[config.mk]
export PLATFORM = sky130hd
export DESIGN_NAME = alu_serial
export DESIGN_NICKNAME = d
export VERILOG_FILES = /design/src/rtl/alu_pkg.sv /design/src/rtl/alu_chunk.sv /design/src/rtl/alu_serial.sv
export SDC_FILE = /design/constraint.sdc
export NUM_CORES = 1
export LEC_CHECK = 0
export CORE_AREA = 5 5 145 147
export CTS_BUF_LIST = sky130_fd_sc_hd__clkbuf_16
export DETAILED_ROUTE_END_ITERATION = 10
export DIE_AREA = 0 0 150 152
export GPL_ROUTABILITY_DRIVEN = 0
export PLACE_DENSITY_LB_ADDON = 0.2
export SETUP_SLACK_MARGIN = 0.3
export SLEW_MARGIN = 20
export SYNTH_ARGS = -nofsm -noshare
export SYNTH_HDL_FRONTEND = slang
export SYNTH_SLANG_ARGS = --single-unit
[constraint.sdc]
create_clock -name clk -period 10.1 [get_ports clk]
set_input_delay 2.02 -clock clk [delete_from_list [all_inputs] [get_ports clk]]
set_output_delay 2.02 -clock clk [all_outputs]
set_load 0.1 [all_outputs]
[src/rtl/alu_pkg.sv]
// alu_pkg: shared types and decode helpers for the digit-serial ALU.
//   alu_cmd_e   - 3-bit operation code carried on the command port
//   alu_state_e - control FSM states
//   needs_invert() - operations that feed ~b into the adder (SUB, SLT)
//   is_arith()     - operations whose carry/overflow flags are meaningful
package alu_pkg;

  typedef enum logic [2:0] {
    ALU_ADD  = 3'd0,
    ALU_SUB  = 3'd1,
    ALU_XOR  = 3'd2,
    ALU_SLT  = 3'd3,
    ALU_AND  = 3'd4,
    ALU_NAND = 3'd5,
    ALU_NOR  = 3'd6,
    ALU_OR   = 3'd7
  } alu_cmd_e;

  typedef enum logic [1:0] {
    ST_IDLE = 2'd0,
    ST_RUN  = 2'd1,
    ST_DONE = 2'd2
  } alu_state_e;

  function automatic logic needs_invert(alu_cmd_e cmd);
    return (cmd == ALU_SUB) || (cmd == ALU_SLT);
  endfunction

  function automatic logic is_arith(alu_cmd_e cmd);
    return (cmd == ALU_ADD) || (cmd == ALU_SUB) || (cmd == ALU_SLT);
  endfunction

endpackage

[src/rtl/alu_chunk.sv]
// alu_chunk: combinational CHUNK-bit ALU slice, reused every cycle by the
// serial top.
//   a, b     - operand chunks (b raw; inverted internally for the adder)
//   cin      - carry into this chunk
//   invert   - feed ~b to the adder (SUB/SLT)
//   command  - operation select
//   res      - chunk result (sum for arithmetic ops, bitwise op otherwise)
//   cout     - carry out of the chunk adder
//   sum_msb  - top bit of the chunk sum (sign bit on the last chunk)
module alu_chunk
  import alu_pkg::*;
#(
  parameter int CHUNK = 8
) (
  input  logic [CHUNK-1:0] a,
  input  logic [CHUNK-1:0] b,
  input  logic             cin,
  input  logic             invert,
  input  alu_cmd_e         command,
  output logic [CHUNK-1:0] res,
  output logic             cout,
  output logic             sum_msb
);

  logic [CHUNK-1:0] bx;
  logic [CHUNK:0]   sum;

  always_comb begin
    bx      = b ^ {CHUNK{invert}};
    sum     = {1'b0, a} + {1'b0, bx} + {{CHUNK{1'b0}}, cin};
    cout    = sum[CHUNK];
    sum_msb = sum[CHUNK-1];
    res     = sum[CHUNK-1:0];
    // Bitwise operations deliberately use the raw b, not the adder input.
    case (command)
      ALU_XOR:  res = a ^ b;
      ALU_AND:  res = a & b;
      ALU_NAND: res = ~(a & b);
      ALU_NOR:  res = ~(a | b);
      ALU_OR:   res = a | b;
      default:  res = sum[CHUNK-1:0];
    endcase
  end

endmodule

[src/rtl/alu_serial.sv]
// alu_serial: digit-serial WIDTH-bit ALU, CHUNK bits per cycle, LSB chunk first.
//   clk, reset          - clock, asynchronous active-high reset
//   in_valid/in_ready   - request handshake (in_ready only in IDLE)
//   command, a, b       - operation and two's-complement operands, sampled on accept
//   out_valid/out_ready - result handshake (out_valid only in DONE)
//   result              - operation result (SLT: 0 or 1)
//   carryout, overflow  - final adder carry / signed overflow (0 for logic ops)
//   zero                - result == 0
// Result and flags only change on the final RUN edge and on reset.
module alu_serial
  import alu_pkg::*;
#(
  parameter int WIDTH = 32,
  parameter int CHUNK = 8
) (
  input  logic             clk,
  input  logic             reset,
  input  logic             in_valid,
  output logic             in_ready,
  input  logic [2:0]       command,
  input  logic [WIDTH-1:0] a,
  input  logic [WIDTH-1:0] b,
  output logic             out_valid,
  input  logic             out_ready,
  output logic [WIDTH-1:0] result,
  output logic             carryout,
  output logic             overflow,
  output logic             zero
);

  localparam int NCHUNK = WIDTH / CHUNK;
  localparam int CW     = $clog2(NCHUNK) + 1;
  localparam logic [CW-1:0] LAST = CW'(NCHUNK - 1);

  function automatic logic signed_ovf(logic a_msb, logic bx_msb, logic s_msb);
    return (a_msb == bx_msb) && (s_msb != a_msb);
  endfunction

  alu_state_e state_q, state_d;
  logic       accept;

  logic [CW-1:0]           cnt_q;
  logic                    carry_q;
  logic                    nz_q;
  alu_cmd_e                cmd_q;
  logic signed [WIDTH-1:0] a_q, b_q;
  logic [WIDTH-1:0]        wrk_q;

  logic             last, inv, arith, ovf, slt_bit, zero_fin;
  logic [CHUNK-1:0] a_k, b_k, ch_res;
  logic             ch_cout, ch_msb;
  logic [WIDTH-1:0] res_full, res_fin;

  // Control FSM
  always_ff @(posedge clk or posedge reset) begin
    if (reset) state_q <= ST_IDLE;
    else       state_q <= state_d;
  end

  always_comb begin
    state_d   = state_q;
    in_ready  = 1'b0;
    out_valid = 1'b0;
    case (state_q)
      ST_IDLE: begin
        in_ready = 1'b1;
        if (in_valid) state_d = ST_RUN;
      end
      ST_RUN: begin
        if (last) state_d = ST_DONE;
      end
      ST_DONE: begin
        out_valid = 1'b1;
        if (out_ready) state_d = ST_IDLE;
      end
      default: state_d = ST_IDLE;
    endcase
  end

  assign accept = in_valid && in_ready;
  assign last   = (cnt_q == LAST);

  // Chunk slice and final-result assembly
  always_comb begin
    inv   = needs_invert(cmd_q);
    arith = is_arith(cmd_q);
    a_k   = a_q[int'(cnt_q)*CHUNK +: CHUNK];
    b_k   = b_q[int'(cnt_q)*CHUNK +: CHUNK];
  end

  alu_chunk #(.CHUNK(CHUNK)) u_chunk (
    .a       (a_k),
    .b       (b_k),
    .cin     (carry_q),
    .invert  (inv),
    .command (cmd_q),
    .res     (ch_res),
    .cout    (ch_cout),
    .sum_msb (ch_msb)
  );

  always_comb begin
    // ch_msb is the sign bit only on the last chunk; ovf is consumed only then.
    ovf      = signed_ovf(a_q[WIDTH-1], b_q[WIDTH-1] ^ inv, ch_msb);
    slt_bit  = ch_msb ^ ovf;
    res_full = wrk_q;
    res_full[int'(cnt_q)*CHUNK +: CHUNK] = ch_res;
    if (cmd_q == ALU_SLT) begin
      res_fin  = {{(WIDTH-1){1'b0}}, slt_bit};
      zero_fin = ~slt_bit;
    end else begin
      res_fin  = res_full;
      zero_fin = ~(nz_q | (|ch_res));
    end
  end

  // Operand and working registers: data only, not reset
  always_ff @(posedge clk) begin
    if (accept) begin
      cmd_q <= alu_cmd_e'(command);
      a_q   <= a;
      b_q   <= b;
    end
    if (state_q == ST_RUN) wrk_q[int'(cnt_q)*CHUNK +: CHUNK] <= ch_res;
  end

  // Counter, carry/nonzero state and visible outputs
  always_ff @(posedge clk or posedge reset) begin
    if (reset) begin
      cnt_q    <= '0;
      carry_q  <= 1'b0;
      nz_q     <= 1'b0;
      result   <= '0;
      carryout <= 1'b0;
      overflow <= 1'b0;
      zero     <= 1'b0;
    end else if (accept) begin
      cnt_q   <= '0;
      carry_q <= needs_invert(alu_cmd_e'(command));
      nz_q    <= 1'b0;
    end else if (state_q == ST_RUN) begin
      carry_q <= ch_cout;
      nz_q    <= nz_q | (|ch_res);
      if (last) begin
        cnt_q    <= '0;
        result   <= res_fin;
        carryout <= arith & ch_cout;
        overflow <= arith & ovf;
        zero     <= zero_fin;
      end else begin
        cnt_q <= cnt_q + 1'b1;
      end
    end
  end

endmodule
After elaboration in Yosys (flattened, before gate mapping)
Cells that the tools add are included.
- output and inout bits: 37
- register bits after elaboration: 141
- bits in latches: 0
- RAM bits: 0
- memories: 0
- input port bits: 71
- word-level logic and storage cells: 80
- ROM bits: 0
- bitwise logic cells: 14
- add/sub/neg operators: 4
- $lt $le $gt $ge: 0
- equality and inequality tests: 17
- shifts and indexed selects: 4
- multiply operators: 0
- reduce and logical (&&, ||, !) cells: 12
- muxes and demuxes: 17
- div/mod/pow operators: 0
- operator list (operator ; count):
    indexed part select 32 x 7 -> 8 bit ; 2
    case mux 8 bit (5 select lines) ; 1
    negator 6 -> 33 bit ; 1
    variable shift 8 x 33 -> 32 bit (first input constant) ; 1
    indexed part select 8 x 33 -> 32 bit ; 1
    bitwise mux 32 bit ; 1
    two-way mux 32 bit ; 1
    inverter 8 bit ; 2
    bitwise XOR 8 bit ; 2
    == test 3 x 2 -> 1 bit (second input constant) ; 4
    == test 3 bit (second input constant) ; 4
    adder 8 x 8 -> 9 bit ; 1
    adder 9 x 1 -> 9 bit ; 1
    two-way mux 3 bit ; 3
    bitwise AND 8 bit ; 1
    bitwise OR 8 bit ; 1
    OR reduction 8 bit ; 1
    two-way mux 1 bit ; 7
    == test 3 x 1 -> 1 bit (second input constant) ; 2
    two-way mux 2 bit ; 3
    inequality test 2 bit (second input constant) ; 3
    case mux 2 bit (3 select lines) ; 1
    AND reduction 3 bit ; 2
    logical OR 1 bit ; 4
    other kinds (13) ; 18

Logic depth before layout (Yosys ltp)
Gate-level depths: netlist of the first run.
- depth after elaboration: 10
- depth in mapped cells: 15
- depth with buffers taken out: 13

Cells and area by module
Synthesis of the first run repeated with hierarchy kept, for this count alone.
- cell total of the unflattened synthesis: 501
- area total of the unflattened synthesis: 6909.1 um2
- by module, submodules not included (module ; seq. area each (um2) ; times used ; area each (um2) ; cells an instance):
    alu_serial ; 4023.9 ; 1 ; 5786.8 ; 354
    alu_chunk ; 0.0 ; 1 ; 1122.3 ; 147

Worst setup path after synthesis of the first run
Ideal clock, no wire load.
- path kind: input -> register
- from: in in_valid
- to: reg a_q[0], enable pin
- library setup time: 0.423 ns
- required time: 9.677 ns
- setup slack: 6.115 ns
- cell stages on the path: 2
- arrival time: 3.562 ns
- buffers on the path: 0
- cells stage by stage: nand2_1 > inv_1
- word-level cells in the longest chain between the ends: 1
- ends and longest elaborated chain (what ; line ; RTL):
    start, declared ; alu_serial.sv:18 ; input logic in_valid,
    logical AND 1 bit ; alu_serial.sv:80 ; assign accept = in_valid && in_ready;
    named net accept ; alu_serial.sv:40 ; logic accept;
    end signal, assigned ; alu_serial.sv:121 ; a_q <= a;
    end, declared ; alu_serial.sv:46 ; logic signed [WIDTH-1:0] a_q, b_q;
The timed path passes the listed nets, and every way through them passes these cells.
A chain may end at the register's enable or synchronous reset.

Worst setup path in the final report of the first run
- from: reg cnt_q[0]
- to: reg result[31]
- word-level cells in the longest chain between the ends: 8
- elaborated cells on any way between the ends: 18
- those cells by class: add/sub (3); eq/ne (1); shift (4); mux (3); bitwise (6); reduce/logical (1)
- ends and longest elaborated chain (what ; line ; RTL):
    start, declared ; alu_serial.sv:42 ; logic [CW-1:0] cnt_q;
    start signal, assigned ; alu_serial.sv:151 ; cnt_q <= cnt_q + 1'b1;
    indexed part select 32 x 7 -> 8 bit ; alu_serial.sv:88 ; b_k = b_q[int'(cnt_q)*CHUNK +: CHUNK];
    bitwise XOR 8 bit ; alu_chunk.sv:29 ; bx = b ^ {CHUNK{invert}};
    adder 8 x 8 -> 9 bit ; alu_chunk.sv:30 ; sum = {1'b0, a} + {1'b0, bx} + {{CHUNK{1'b0}}, cin};
    adder 9 x 1 -> 9 bit ; alu_chunk.sv:30 ;
    case mux 8 bit (5 select lines) ; alu_chunk.sv:35 ; case (command)
    indexed part select 8 x 33 -> 32 bit ; alu_serial.sv:107 ; res_full[int'(cnt_q)*CHUNK +: CHUNK] = ch_res;
    bitwise mux 32 bit * ; alu_serial.sv:107 ;
    named net res_full[31] ; alu_serial.sv:52 ; logic [WIDTH-1:0] res_full, res_fin;
    two-way mux 32 bit * ; alu_serial.sv:108 ; if (cmd_q == ALU_SLT) begin
    end signal, assigned ; alu_serial.sv:146 ; result <= res_fin;
    end, declared ; alu_serial.sv:25 ; output logic [WIDTH-1:0] result,
The timed path passes the listed nets; every way through them passes the cells marked *.

==> results.py, run 1 <==
metrics = {
    "run_status": {
        "status": "complete, no violations",
    },
    "timing": {
        "slew_headroom_pct": 29.2,
        "clock_skew_ps": 9.72,
        "hold_viol": 0,
        "fin_setup_tns_ps": 0,
        "fin_crit_ps": 4460,
        "setup_viol": 0,
        "final_max_slew_viol_count": 0,
        "fmax_mhz": 224,
        "worstMarginPinSlew_ps": 1060,
        "period_share_pct": 44.1,
        "rsz0062_at_grt": "no",
    },
    "synth": {
        "synth_edf_count": 99,
        "synthesis.area_um2": 6680,
        "yosys-top-cells-area": "edfxtp_1 44%, dfrtp_1 16%, a22o_1 6.4%, ha_1 5.4%, mux4_2 2.7%",
        "async_flop_share_pct": 29.8,
        "ys_dominant_reg_cell": "edfxtp_1",
        "syn-instance-count": 504,
        "ys.warnings.count": 0,
        "ys_seq_area_share_pct": 60.2,
        "yosys.area.top_type": "edfxtp_1",
        "yosysUniqueCellTypes": 57,
        "synthesis.nets": 606,
        "ys_seq_elements": 141,
        "syn_avg_cell_area_um2": 13.3,
        "netlist.area_leader.share_pct": 44.5,
    },
    "clock_network": {
        "cts_tree": "built",
        "clkTransAtPathRegs_ps": 60,
        "cts_resized": 0,
        "post_cts_buffers": 0,
        "clock_latency_ps": 420,
        "clock_path_buffers": 2,
        "cts_buffers": 17,
        "htree_levels": 4,
        "ctsHoldBuffers": 0,
        "clock-sinks": 141,
        "cts-root-buf": "clkbuf_16",
    },
    "floorplan": {
        "num_rows": 52,
        "die_w_um": 150,
        "die_h_um": 152,
        "initial_core_util_pct": 33.8,
        "core_um2": 19800,
        "die_area_um2": 22800,
        "io_pins": 108,
    },
    "global_route": {
        "grt_util_met2_pct": 22.9,
        "grtUsageMet3_pct": 4.38,
        "track_usage_pct": 14.8,
        "grt_overflow_total": 0,
        "grt_max_degree": 43,
        "antenna_found_initial": 0,
        "gr-max-usage-layer": "met2",
        "grt_pass1_vias": 4648,
        "grt.met1_usage_pct": 20.4,
        "grt_pass1_wl_um": 26100,
    },
    "worst_hold_path": {
        "hp-class": "reg2reg",
    },
    "cells_and_area": {
        "area_growth_pct": 28.4,
        "finalNetCount": 715,
        "n_antenna_cell": 0,
        "final_layout_size_suffix_gt1_share_pct": 9.27,
    },
    "critical_path": {
        "critical_path_class": "reg2reg",
        "critPathCaptureType": "register",
        "crit_fanout": 42,
        "startpoint_type": "register",
        "worst_ep_arrival_time_ps": 4770,
        "crit_required_ps": 10410,
    },
    "detailed_routing": {
        "vias_per_cell": 5.07,
        "dr.pass1.iters": 5,
        "post-route-drc-count": 0,
        "dr.first_iter.drc_count": 333,
        "ant_nets": 0,
        "postRouteWirelength_um": 16300,
        "vias": 4543,
        "wire_per_inst_um": 18.2,
    },
    "place": {
        "port_buffers": 107,
        "dp.final_hpwl_um": 11200,
    },
    "job": {
        "max_cap_violations": 0,
    },
}
cell families (layout without fill, tap and decap cells):
family	Yosys count	in the layout	share of synthesized area, %
AND/OR/NAND/NOR	101	101	7.34
XOR/XNOR	18	18	2.36
buffers and inverters	55	177	3.28
multiplexers	29	29	5.95
flip-flops	141	141	60.2
AO/OA/AOI/OAI	128	128	14.7
adder cells (fa/ha/maj)	32	32	6.18
synth_stat cells, types with 2 or more instances:
cell type  number
nor3_1          8
a22o_1         49
edfxtp_1       99
mux4_2          8
a31o_1          2
or3_1           2
a311oi_1        2
and3_1          2
nor2_1         13
o21ai_0        16
a211o_1         2
a21oi_1        10
buf_2           7
o31ai_1         3
mux2_2          6
nor4b_1         2
clkbuf_1       17
mux2i_1        15
o32ai_1         2
nand3_1         5
o21a_1          2
ha_1           29
a21o_1          6
nand3b_1        3
fa_1            2
inv_1          28
o21ai_1         4
a211oi_1       17
xnor2_1        11
dfrtp_1        42
nor2b_1        13
nand2b_1        5
nand2_1        42
xor2_1          7
registers in the layout (all words and copies together), names as in the netlist:
| name | cells |
|---|---|
| nz_q | 1 |
| wrk_q | 32 |
| cnt_q | 3 |
| zero | 1 |
| cmd_q | 3 |
| carry_q | 1 |
| carryout | 1 |
| result | 32 |
| a_q | 32 |
| overflow | 1 |
| b_q | 32 |
| state_q | 2 |
cells in the final DEF, fill, tap and decap left out, types with 2 or more instances in the layout:
cell and count:
nor3_1 8, o21ai_1 4, dfrtp_1 41, clkdlybuf4s50_1 107
o21ai_0 16, o31ai_1 3, a22o_1 49, a211o_1 2
a31o_1 2, mux2_2 6, nand3_1 5, a21oi_1 10
mux2i_1 15, nor4b_1 2, nand2b_1 5, a21o_1 6
clkinv_4 4, mux4_2 8, clkinv_1 2, nand3b_1 3
nand2_1 42, buf_4 9, xnor2_1 11, clkbuf_16 17
nor2_1 13, a311oi_1 2, a211oi_1 17, inv_1 29
inv_6 2, ha_1 29, fa_1 2, clkinvlp_4 3
xor2_1 7, nor2b_1 12, or3_1 2, edfxtp_1 99
o32ai_1 2, clkinv_2 3, and3_1 2, o21a_1 2
path summary, 6_finish.rpt:
check / start / to / slack, ps / depth (start not counted)
max: cnt_q[0] / result[31] / 5640 / 12
min: result[21] / result[21] / 510 / 1
max reg2reg: cnt_q[0] / result[31] / 5640 / 12
min reg2reg: result[21] / result[21] / 510 / 1
max in group asynchronous: reset / cnt_q[0] / 7610 / 3
min in group asynchronous: reset / result[19] / 2060 / 3
stage by stage:
step	area (µm²)	cells	utilization [%]	worst slack (ps)	hold slack, ps
after global placement	8050	864	40.7	5670	488
after global routing	8580	896	43.4	5370	533
after CTS	8580	896	43.4	5380	512
final	8580	896	43.4	5640	509
after floorplan	6680	504	-	6120	469
after detailed placement	8050	864	40.7	5390	499
layout make-up:
| type | count | area, µm² |
|---|---|---|
| fill | 1898 | 11200 |
| sequential | 141 | 4030 |
| multi-input combinational | 308 | 2440 |
| timing repair buffer | 116 | 1140 |
| clock buffer | 17 | 425 |
| tap | 270 | 338 |
| inverter | 29 | 109 |
| clock inverter | 15 | 101 |
worst max-delay path: stages (launching register included):
cell,delay (ps)
dfrtp_2,340
buf_4,450
mux4_2,600
nand2_1,180
xor2_1,110
fa_1,440
nand2b_1,200
a211oi_2,290
or2_1,160
a41oi_2,170
a222oi_1,910
o21ai_1,230
a22o_1,250
per-layer routing:
layer | routed length [µm] | vias up
met4 | 234 | 0
met2 | 7700 | 157
li1 | - | 2123
met5 | 0 | -
met1 | 7320 | 2240
met3 | 1020 | 23
Power of run 1 is left out: the tool's default activity adds up to more than one toggle a clock period on the data nets, which glitch-free logic cannot reach.
==> run 2, diff against run 1 <==
==> constraint.sdc (replaced) <==
create_clock -name clk -period 4.1 [get_ports clk]
set_input_delay 0.82 -clock clk [delete_from_list [all_inputs] [get_ports clk]]
set_output_delay 0.82 -clock clk [all_outputs]
set_load 0.1 [all_outputs]
==> run 2 against run 1 <==
Global-route usage is 0.41 points lower. Non-clock buffer count is 11 higher. Clock skew hardly changed. Sequential share of layout area is 0.89 points lower. Cell count is 1.2% higher. Die area stayed put. Fmax is 25% higher.
==> results.py, run 2 (synthesis gave the netlist of run 1 again) <==
metrics = {
    "run_status": {
        "status": "complete, no violations",
    },
    "global_route": {
        "grt_max_degree": 42,
        "grt_pass1_wl_um": 25500,
        "track_usage_pct": 14.4,
        "grt_overflow_total": 0,
        "antenna_found_initial": 0,
        "grt_pass1_vias": 4621,
    },
    "worst_hold_path": {
        "hold_start": "result[8]",
        "hold_end": "result[8]",
        "holdPathStages": 1,
        "hp-class": "reg2reg",
    },
    "clock_network": {
        "clkTransAtPathRegs_ps": 50,
        "cts-root-buf": "clkbuf_16",
        "ctsHoldBuffers": 0,
        "htree_levels": 4,
        "clock_latency_ps": 420,
        "post_cts_buffers": 0,
        "cts_resized": 0,
        "cts_tree": "built",
        "clock-sinks": 141,
        "clock_path_buffers": 2,
        "cts_buffers": 17,
    },
    "floorplan": {
        "core_um2": 19800,
        "die_h_um": 152,
        "io_pins": 108,
        "die_w_um": 150,
        "num_rows": 52,
        "initial_core_util_pct": 33.8,
        "die_area_um2": 22800,
    },
    "timing": {
        "fin_crit_ps": 3560,
        "slew_headroom_pct": 33.9,
        "setup_viol": 0,
        "fin_setup_tns_ps": 0,
        "hold_viol": 0,
        "setup_slack_ps": 540,
        "rsz0062_at_grt": "no",
        "fmax_mhz": 281,
        "period_share_pct": 86.8,
        "clock_skew_ps": 10.0,
        "final_max_slew_viol_count": 0,
        "worstMarginPinSlew_ps": 989,
    },
    "critical_path": {
        "crit_required_ps": 4400,
        "reg2reg_depth": 11,
        "startpoint_type": "register",
        "reg2reg_slack_ps": 540,
        "worst_ep_arrival_time_ps": 3860,
        "rr_startpoint": "cnt_q[0]",
        "timing.rr.end": "nz_q",
        "critical_path_class": "reg2reg",
        "crit_fanout": 5,
        "critPathCaptureType": "register",
    },
    "detailed_routing": {
        "ant_nets": 0,
        "vias": 4488,
        "wire_per_inst_um": 18.0,
        "postRouteWirelength_um": 16300,
        "dr.pass1.iters": 4,
        "vias_per_cell": 4.95,
        "post-route-drc-count": 0,
        "dr.first_iter.drc_count": 270,
    },
    "cells_and_area": {
        "final_layout_size_suffix_gt1_share_pct": 10.5,
        "n_antenna_cell": 0,
        "finalNetCount": 726,
        "final_cell_mix": "107 x clkdlybuf4s50_1, 99 x edfxtp_1, 49 x a22o_1",
        "area_growth_pct": 30.9,
        "final_util_pct": 44.2,
        "final_common_cell": "clkdlybuf4s50_1",
        "fin_cells": 907,
    },
    "place": {
        "dp.final_hpwl_um": 12000,
        "dp.cells": 873,
        "pre_cts_slack_ps": 529,
        "port_buffers": 107,
    },
    "job": {
        "max_cap_violations": 0,
    },
}
run 2: area by class of cell:
class | instances | area [µm²]
Fill cell | 1857 | 11000
Tap cell | 270 | 338
Inverter | 29 | 113
Clock inverter | 14 | 90.1
Clock buffer | 18 | 450
Multi-Input combinational cell | 308 | 2450
Sequential cell | 141 | 4030
Timing Repair Buffer | 127 | 1280
run 2: critical path, stage by stage, from the launching register on:
cell and delay (ps):
dfrtp_2 470, mux4_2 530, nand2_2 110, xor2_1 80, fa_1 430, fa_2 550, o22ai_1 80, a221o_1 440
a2111oi_1 260, and3_1 220, a31oi_1 80, a31o_1 180
run 2: worst max path at each step:
stage / from / endpoint / slack (ps) / depth (start not counted)
after CTS: cnt_q[0] / nz_q / 520 / 14
final: cnt_q[0] / nz_q / 540 / 11
after detailed placement: cnt_q[0] / nz_q / 530 / 14
after global placement: cnt_q[0] / result[31] / 600 / 13
after global routing: cnt_q[0] / nz_q / 290 / 13
after floorplan: cnt_q[1] / nz_q / 330 / 14
run 2: per-layer routing:
layer  up-vias  part of all wire [%]  global-route usage [%]
li1       2156                     -                       -
met1      2170                    46                    19.4
met2       142                    47                    22.1
met3        20                   5.2                    4.11
met4         0                   1.9                    5.45
met5         -                     0                       0
run 2: per-stage QoR:
| stage | hold WS [ps] | instance area, µm² |
|---|---|---|
| finish | 502 | 8740 |
| CTS | 506 | 8690 |
| global route | 526 | 8740 |
| floorplan | 469 | 6690 |
| global placement | 489 | 8150 |
| detailed placement | 493 | 8150 |
Power of run 2 is left out for the same reason.
